### src/rtl/fwd_ctrl.sv
// Operand-forwarding and load-use hazard controller for the RV32I decode stage.
// Tracks in-flight destination registers and selects forwarding sources for rs1/rs2.
module fwd_ctrl #(
    parameter int FWD_DEPTH = 2,
    parameter int LOAD_LAT  = 1,
    parameter int CNT_W     = 16,
    localparam int SELW     = $clog2(FWD_DEPTH + 1)
) (
    input  logic             clk,
    input  logic             rst_n,
    input  logic [31:0]      dec_inst,
    input  logic             dec_valid,
    input  logic             hold,
    input  logic             flush,
    output logic [SELW-1:0]  fwd_sel_a,
    output logic [SELW-1:0]  fwd_sel_b,
    output logic             a_pc_sel,
    output logic             load_stall,
    output logic [CNT_W-1:0] stall_count
);

    localparam logic [6:0] OPC_LUI    = 7'b0110111;
    localparam logic [6:0] OPC_AUIPC  = 7'b0010111;
    localparam logic [6:0] OPC_JAL    = 7'b1101111;
    localparam logic [6:0] OPC_BRANCH = 7'b1100011;
    localparam logic [6:0] OPC_LOAD   = 7'b0000011;
    localparam logic [6:0] OPC_STORE  = 7'b0100011;
    localparam logic [6:0] OPC_OP     = 7'b0110011;

    logic [FWD_DEPTH-1:0]      v_q, v_d;
    logic [FWD_DEPTH-1:0][4:0] rd_q, rd_d;
    logic [FWD_DEPTH-1:0]      ld_q, ld_d;
    logic [CNT_W-1:0]          cnt_q, cnt_d;

    logic [6:0] opc;
    logic [4:0] rd, rs1, rs2;
    logic       has_rd, has_rs1, has_rs2, is_load;
    logic       use_a, use_b, stall_a, stall_b;
    logic       unused_bits;

    assign unused_bits = ^{dec_inst[31:25], dec_inst[14:12]};

    always_comb begin
        opc     = dec_inst[6:0];
        rd      = dec_inst[11:7];
        rs1     = dec_inst[19:15];
        rs2     = dec_inst[24:20];
        has_rd  = (opc != OPC_BRANCH) && (opc != OPC_STORE) && (rd != 5'd0);
        has_rs1 = (opc != OPC_LUI) && (opc != OPC_AUIPC) && (opc != OPC_JAL);
        has_rs2 = (opc == OPC_BRANCH) || (opc == OPC_STORE) || (opc == OPC_OP);
        is_load = (opc == OPC_LOAD);
        a_pc_sel = (opc == OPC_AUIPC) || (opc == OPC_JAL) || (opc == OPC_BRANCH);
        use_a   = dec_valid && has_rs1 && (rs1 != 5'd0);
        use_b   = dec_valid && has_rs2 && (rs2 != 5'd0);
    end

    // Scan oldest to youngest so the youngest matching producer overwrites older ones.
    always_comb begin
        fwd_sel_a = '0;
        fwd_sel_b = '0;
        stall_a   = 1'b0;
        stall_b   = 1'b0;
        for (int i = FWD_DEPTH - 1; i >= 0; i--) begin
            if (use_a && v_q[i] && (rd_q[i] == rs1)) begin
                fwd_sel_a = SELW'(i + 1);
                stall_a   = ld_q[i] && (i < LOAD_LAT);
            end
            if (use_b && v_q[i] && (rd_q[i] == rs2)) begin
                fwd_sel_b = SELW'(i + 1);
                stall_b   = ld_q[i] && (i < LOAD_LAT);
            end
        end
        load_stall = !flush && (stall_a || stall_b);
    end

    // A stalled decode enters the history as a bubble so the load ages each cycle.
    always_comb begin
        v_d   = v_q;
        rd_d  = rd_q;
        ld_d  = ld_q;
        cnt_d = cnt_q;
        if (flush) begin
            v_d = '0;
        end else if (!hold) begin
            for (int i = FWD_DEPTH - 1; i > 0; i--) begin
                v_d[i]  = v_q[i-1];
                rd_d[i] = rd_q[i-1];
                ld_d[i] = ld_q[i-1];
            end
            v_d[0]  = dec_valid && has_rd && !load_stall;
            rd_d[0] = rd;
            ld_d[0] = is_load;
        end
        if (load_stall && !hold && (cnt_q != {CNT_W{1'b1}})) begin
            cnt_d = cnt_q + 1'b1;
        end
    end

    always_ff @(posedge clk or negedge rst_n) begin
        if (!rst_n) begin
            v_q   <= '0;
            rd_q  <= '0;
            ld_q  <= '0;
            cnt_q <= '0;
        end else begin
            v_q   <= v_d;
            rd_q  <= rd_d;
            ld_q  <= ld_d;
            cnt_q <= cnt_d;
        end
    end

    assign stall_count = cnt_q;

endmodule

### config.mk
export PLATFORM = sky130hd
export DESIGN_NAME = fwd_ctrl
export DESIGN_NICKNAME = d
export VERILOG_FILES = /design/src/rtl/fwd_ctrl.sv
export SDC_FILE = /design/constraint.sdc
export NUM_CORES = 1
export LEC_CHECK = 0
export CELL_PAD_IN_SITES_DETAIL_PLACEMENT = 1
export CELL_PAD_IN_SITES_GLOBAL_PLACEMENT = 2
export CORE_MARGIN = 1
export CORE_UTILIZATION = 31
export CTS_BUF_LIST = sky130_fd_sc_hd__clkbuf_8
export DETAILED_ROUTE_END_ITERATION = 10
export GPL_TIMING_DRIVEN = 0
export PLACE_DENSITY = 0.89
export SLEW_MARGIN = 20
export SYNTH_ARGS = -nofsm -noshare
export SYNTH_HDL_FRONTEND = slang
export SYNTH_SLANG_ARGS = --single-unit
### constraint.sdc
create_clock -name clk -period 6.16 [get_ports clk]
set_clock_uncertainty 0.1 [all_clocks]
set_input_delay 1.232 -clock clk [delete_from_list [all_inputs] [get_ports clk]]
set_output_delay 1.232 -clock clk [all_outputs]
set_load 0.02 [all_outputs]
==> flow_metrics.tcl <==
set metrics [dict create \
    outcome "complete, no violations" \
    cp-end-kind "output port" \
    num-fill-cells 613 \
    wire_per_inst_um 16.16 \
    dpl.hpwl_um 3550 \
    syn_inst 165 \
    stdcell_count 291 \
    fin_nets 258 \
    max-cap-violations 0 \
    rrSetupSlack_ps 3940 \
    p_leak_nw 1.015 \
    min_period_over_period_pct 81.85 \
    setup_viol 0 \
    grt_antenna_before_repair 0 \
    yosysWarningCount 0 \
    ff_latch_area_um2 725.7 \
    powerDensity_mw_per_mm2 207.8 \
    cts_max_path_buffers 2 \
    cts_hold_buf 0 \
    min_path_cells 1 \
    crit_required_ps 4830 \
    layout_min_cycle_time_ps 5042 \
    multi_input_area_um2 999.7 \
    rsz0062_at_grt "false" \
    fp.dieH_um 77.01 \
    io_pins 59 \
    worst_pin_slew_ps 664.0 \
    dr_total_vias 1485 \
    max_slew_margin_pct 55.73 \
    clk_latency_ps 280 \
    endpoint "load_stall" \
    wirelength_um 4702 \
    post_cts_resized 0 \
    cts_tree "yes" \
    io_buffers 48 \
    grt_pass1_vias 1585 \
    yosysSeqAreaShare_pct 41.61 \
    drc_errors 0 \
    hold_violations 0 \
    grt_max_degree 30 \
    peakVddDrop_uv 124.1 \
    yosys.cell_types.count 40 \
    n_antenna_cell 0 \
    final_antenna_net_count 0 \
    initial_utilization_pct 33.10 \
    drtIter0Drc 50 \
    die_x_um 77.01 \
    postLayoutCoreUtil_pct 45.99 \
    htreeDepth 2 \
    finalSetupTns_ps 0 \
    ys_ff_latch 29 \
    die-area_mm2 0.005931 \
    fmax_mhz 198.3 \
    rows 26 \
    grt_pass1_wl_um 8155 \
    hp-class "register to register" \
    drv_slew 0 \
    r2r-start "rd_q[2]" \
    start_kind "input port" \
    cts_root_buffer "clkbuf_8" \
    critPathLaunch "dec_inst[22]" \
    grt-ovfl-total 0 \
    rr_endpoint "stall_count[12]" \
    synth_fp_nets 203 \
    crit_type "input port to output port" \
    ff2ff_path_depth 7 \
    clk_pin_slew_worst_paths_ps 70 \
    area_growth_pct 38.95 \
    gp_congestion 0.7962 \
    crit_arrival_ps 3710 \
    track_usage_pct 17.69 \
    avgSynthCellArea_um2 10.57 \
    drt_pass1_iterations 4 \
    drive_above_1_share_pct 13.12 \
    cts.sink_count 29 \
    cp_max_fo 10 \
    dp.cells 283 \
    syn_area_mm2 0.001744 \
    fp.coreArea_mm2 0.005270 \
    post-cts-setup-buffers 0 \
    cts_made_buffers 5 \
    total_power_w 0.0005037 \
    via_per_inst 5.103 \
]
power by group:
group | switching [W] | total [W] | leakage (nW) | internal, W
clock network | 0.0000743 | 0.000204 | 0.0626 | 0.000130
logic | 0.0000330 | 0.0000764 | 0.570 | 0.0000434
registers | 0.0000190 | 0.000223 | 0.382 | 0.000204
total | 0.000126 | 0.000504 | 1.01 | 0.000377
cells in the mapped netlist (all sizes together):
cell type,n,area share (%)
o21ai,3,0.86
buf,1,0.65
nor3,6,1.7
nand2,9,1.9
mux2,12,8.0
nor2b,1,0.36
nor4,4,1.4
ha,1,0.72
and2,2,0.79
a21oi,2,0.57
o211ai,1,0.43
a41oi,1,0.50
and4bb,1,0.72
o32ai,1,0.50
nand4b,2,1.0
xor2,21,11
a22o,1,0.50
nand2b,1,0.36
nor4b,1,0.86
a21boi,1,0.65
nand3,13,3.7
a22oi,1,0.72
nor2,7,1.5
and4,3,1.5
clkbuf,2,0.43
or4,2,0.86
a31oi,1,0.36
o2bb2ai,1,0.50
dfrtp,29,42
nor3b,2,0.86
xnor2,13,6.5
mux2i,1,0.57
nand4,8,4.1
and3,10,3.7
placed cells by master (no fill, tap or decap), types with 3 or more instances in the layout:
master           instances
xnor2_1                 13
nand4_1                  6
nor2_1                   7
dfrtp_1                 29
mux2_2                  11
nor3_1                   6
nand2_1                  9
xor2_1                  21
nor4_1                   4
and4_1                   3
clkbuf_8                 6
and3_1                   9
clkdlybuf4s50_1         47
nand3_1                 13
registers in the layout (all words and copies together) (netlist names):
register	flops
stall_count	16
rd_q	10
v_q	2
ld_q	1
worst min-delay path by stage:
stage | from | endpoint | slack, ps
2_1_floorplan | v_q[1] | v_q[1] | 410
3_3_place_gp | stall_count[10] | stall_count[10] | 370
3_5_place_dp | stall_count[10] | stall_count[10] | 400
4_1_cts | stall_count[10] | stall_count[10] | 410
5_1_grt | stall_count[15] | stall_count[15] | 420
6_report | stall_count[10] | stall_count[10] | 400
critical path, cell delays in order:
cell	delay [ps]
clkdlybuf4s50_1	500
xor2_1	210
nor4_1	330
and3_1	290
a22o_1	190
buf_6	160
nand2_1	90
nor2_1	110
clkdlybuf4s50_1	600
logic make-up (layout without fill, tap and decap cells):
group | Yosys count | after routing | synth area share (%)
adder cells (fa/ha/maj) | 1 | 1 | 0.7172
multiplexers | 13 | 13 | 8.536
AND/OR/NAND/NOR | 72 | 72 | 25.39
buffers and inverters | 3 | 59 | 1.076
flip-flops | 29 | 29 | 41.61
AO/OA/AOI/OAI | 13 | 13 | 5.596
XOR/XNOR | 34 | 34 | 17.07
stage by stage:
| step | cell area (um^2) | setup slack, ps | hold WS [ps] |
|---|---|---|---|
| global route | 2424 | 920.1 | 417.9 |
| global placement | 2312 | 1091 | 374.7 |
| finish | 2424 | 1118 | 400.5 |
| CTS | 2424 | 1093 | 408.4 |
| detailed placement | 2307 | 1121 | 399.4 |
| floorplan | 1744 | 2305 | 411.4 |
metal layers:
layer / part of all wire (%) / wire, um / up-vias / global-route usage [%]
met2: 47 / 2187 / 36 / 27.95
li1: - / - / 717 / -
met5: 0 / 0 / - / 0
met3: 4.2 / 199 / 10 / 4.881
met1: 47 / 2194 / 722 / 22.88
met4: 2.6 / 121 / 0 / 6.792
area by class of cell:
cell class,instances,area share (%)
Buffer,3,0.7744
Clock buffer,6,3.407
Clock inverter,2,1.394
Multi-Input combinational cell,133,41.25
Sequential cell,29,29.94
Tap cell,70,3.614
Timing Repair Buffer,48,19.62
(Power assumes the default switching activity.)
==> patch 1, RTL diff (same flow settings) <==
Reset style: synchronous (`rst_n`), changed in one clocked block.
--- a/src/rtl/fwd_ctrl.sv
+++ b/src/rtl/fwd_ctrl.sv
@@ -96,7 +96,7 @@
         end
     end
 
-    always_ff @(posedge clk or negedge rst_n) begin
+    always_ff @(posedge clk) begin
         if (!rst_n) begin
             v_q   <= '0;
             rd_q  <= '0;
Function: differs if rst_n is asserted again (counterexample within 4 cycles, from zero or initial values and one cycle with rst_n low); with rst_n held inactive, the same outputs for 10 cycles.
==> patch 1 against the unedited design <==
- wire length increased by 10%
- synthesized cell count rose by 30%
- total power down 18%
- clock power shrank 14%
- worst hold slack got worse by 4.8 ps
- setup slack lost 220 ps
- sequential cell count unchanged
- area after synthesis fell by 2.9%
- cell area shrank 2.5%
- critical path type unchanged
- largest cell class unchanged
==> patch 1: results (changes against the unedited design) <==
sw_frac_of_total: 0.240  # was 0.251
multi_input_area_share: 0.445  # was 0.412
worstPathArrival_ps: 3930  # was 3710 ps
buf_share: 0.223  # was 0.204
multi_input_cells: 173  # was 133
preCtsSetupSlack_ps: 909  # was 1120 ps
dr_total_vias: 1808  # was 1,485
drive_gt1_frac: 0.0554  # was 0.131
yosysSeqAreaShare: 0.343  # was 0.416
grt_pass1_wl_mm: 8.75  # was 8.16 mm
place_congestion: 0.792  # was 0.796
ys_top_cells_by_area: "dfxtp_1, a21oi_1, xor2_1"  # was dfrtp_1, xor2_1, mux2_2
num-nonclk-inverters: 4  # was 0
grt.met2_usage: 0.286  # was 0.279
m1WireLength_mm: 2.67  # was 2.19 mm
ys_types: 37  # was 40
gr-usage-met3: 0.0349  # was 0.0488
dpl.cell_count: 333  # was 283
synth_area_per_cell_um2: 7.88  # was 10.6 um2
grtUsageMet1: 0.269  # was 0.229
flops_and_latches: 29  # unchanged
wl_met3_um: 242  # was 199 um
drtIter0Drc: 60  # was 50
status: "finished, final reports clean"  # unchanged
pwr-share-seq: 0.464  # was 0.443
slew-limit-headroom: 0.658  # was 0.557
==> patch 1: final timing paths <==
| check | from | to | slack, ps | depth (start not counted) |
|---|---|---|---|---|
| hold reg to reg | rd_q[9] | rd_q[9] | 400 | 2 |
| setup / recovery | dec_inst[0] | load_stall | 900 | 8 |
| hold / removal | rd_q[9] | rd_q[9] | 400 | 2 |
| setup reg to reg | stall_count[0] | stall_count[4] | 3550 | 9 |
==> patch 1: critical path: stages <==
cell,delay (ps)
clkdlybuf4s50_1,510
nor4bb_1,410
nand4_1,150
a21oi_1,230
a22oi_2,170
buf_2,220
nor3b_1,320
clkdlybuf4s50_1,680
==> patch 1: kinds of logic after synthesis <==
group,share of synthesized area
buffers and inverters,0.0362
DFF,0.343
AOI/OAI and AO/OA,0.183
adders and majority gates,0.00738
muxes,0.00591
and+or+nand+nor,0.321
xor gates and xnor gates,0.103
==> patch 2, RTL diff (same settings) <==
Made on the original files. `FWD_DEPTH`: 2 -> 1.
--- a/src/rtl/fwd_ctrl.sv
+++ b/src/rtl/fwd_ctrl.sv
@@ -1,7 +1,7 @@
 // Operand-forwarding and load-use hazard controller for the RV32I decode stage.
 // Tracks in-flight destination registers and selects forwarding sources for rs1/rs2.
 module fwd_ctrl #(
-    parameter int FWD_DEPTH = 2,
+    parameter int FWD_DEPTH = 1,
     parameter int LOAD_LAT  = 1,
     parameter int CNT_W     = 16,
     localparam int SELW     = $clog2(FWD_DEPTH + 1)
Ports: changed (resized fwd_sel_a and fwd_sel_b); port bits go from 59 to 57. No check against the original RTL was run, so the function may have changed too.
==> patch 2 against the unedited design <==
- total power is 39% lower
- critical endpoint unchanged
- synthesized cell count shrank 21%
- largest power group unchanged
- highest routed layer unchanged
- setup slack gained 140 ps
- area after synthesis fell by 20%
- cell area decreased by 19%
- first-iteration DRC count shrank 70%
- sequential cell count shrank 6
- wire length is 17% lower
- global-route usage about the same
==> patch 2: results (changes against the unedited design) <==
m1WireLength_mm: 1.71  # was 2.19 mm
ys_top_cells_by_area: "dfrtp_1, xor2_1, mux2_2"  # unchanged
grt.met2_usage: 0.319  # was 0.279
wl_per_cell_um: 16.8  # was 16.2 um
hpwl_mm: 3.04  # was 3.55 mm
drive_gt1_frac: 0.144  # was 0.131
ys_types: 37  # was 40
clk_path_buf_depth: 2  # unchanged
synth_commonest_cells: "dfrtp_1, xor2_1, nand3_1"  # was dfrtp_1, xor2_1, nand3_1, xnor2_1, mux2_2
gr-usage-met3: 0.0307  # was 0.0488
peakVddDrop_uv: 141  # was 124 uV
h-tree-depth: 1  # was 2
ys_warn_count: 0  # unchanged
grt_pass1_vias: 1372  # was 1,585
leakagePower_nw: 0.823  # was 1.01 nW
grt_antenna_before_repair: 0  # unchanged
grt_max_degree: 24  # was 30
first_pass_iters: 4  # unchanged
numPortBuffers: 46  # was 48
preCtsSetupSlack_ps: 1220  # was 1120 ps
top_layer: "met4"  # unchanged
synth_nets: 169  # was 203
grtUsageMet1: 0.217  # was 0.229
cp_top_family: "buffers and inverters"  # unchanged
clkTransAtPathRegs_ps: 90  # was 70 ps
final.setup.worst_slack_ps: 1250  # was 1120 ps
crit_fanout: 7  # was 10
slowest_delay_ps: 620  # was 600 ps
cts_buffers: 3  # was 5
yosysSeqAreaShare: 0.412  # was 0.416
post_cts_resized: 0  # unchanged
worstPathArrival_ps: 3570  # was 3710 ps
place_congestion: 0.830  # was 0.796
grt.total_usage: 0.177  # about the same
grt_pass1_wl_mm: 6.84  # was 8.16 mm
drtIter0Drc: 15  # was 50
slew-limit-headroom: 0.651  # was 0.557
dr_wl_met2_mm: 2.00  # was 2.19 mm
status: "finished, final reports clean"  # unchanged
wl_met3_um: 155  # was 199 um
num-nets-final: 220  # was 258
synthFlopType: "dfrtp_1"  # unchanged
viasPerCell: 5.30  # was 5.10
## patch 2: cell count changes after synthesis, moves of 3 or more
cell / before / now
and3_1: 9 / 2
dfrtp_1: 29 / 23
mux2_2: 11 / 6
nand3_1: 13 / 9
nor2b_1: 1 / 4
nor4_2: 0 / 4
nor4b_1: 0 / 3
xnor2_1: 13 / 5
xor2_1: 21 / 16
## patch 2: layout make-up
type | count | area [um2]
fillers | 486 | 2390
repair buffers | 46 | 455
flip-flops and latches | 23 | 576
multi-input cells | 106 | 802
plain buffers | 2 | 18.8
clock inverters | 1 | 5.00
clock buffers | 3 | 41.3
well taps | 52 | 65.1
## patch 2: stage by stage
step           hold slack, ps  area (um2)  cells
2_1_floorplan             401        1400    131
3_3_place_gp              375        1920    229
3_5_place_dp              390        1920    229
4_1_cts                   407        1970    233
5_1_grt                   427        1960    233
6_report                  406        1960    233
## patch 2: power by group
group	leakage, nW	switching (W)	internal [W]
Combinational	0.487	0.0000199	0.0000305
Clock	0.0255	0.0000509	0.0000452
Sequential	0.310	0.00000681	0.000156
Total	0.823	0.0000776	0.000232
## patch 2: logic make-up (layout without fill, tap and decap cells)
family                     Yosys count  after routing  synth area share
AOI/OAI and AO/OA                    9              9            0.0547
xor gates and xnor gates            23             23             0.155
adders and majority gates            1              1           0.00896
buffers and inverters                2             52            0.0134
DFF                                 23             23             0.412
muxes                                7              7            0.0564
and+or+nand+nor                     66             66             0.299
## patch 2: path summary, 6_finish.rpt
kind                       slack (ps)             from  cells past startpoint              end
min reg2reg                       410  stall_count[15]                      1  stall_count[15]
max in group asynchronous        4780            rst_n                      1   stall_count[0]
max                              1250     dec_inst[17]                      8       load_stall
min in group asynchronous         830            rst_n                      1   stall_count[7]
max reg2reg                      3900          rd_q[4]                      7   stall_count[6]
min                               410  stall_count[15]                      1  stall_count[15]
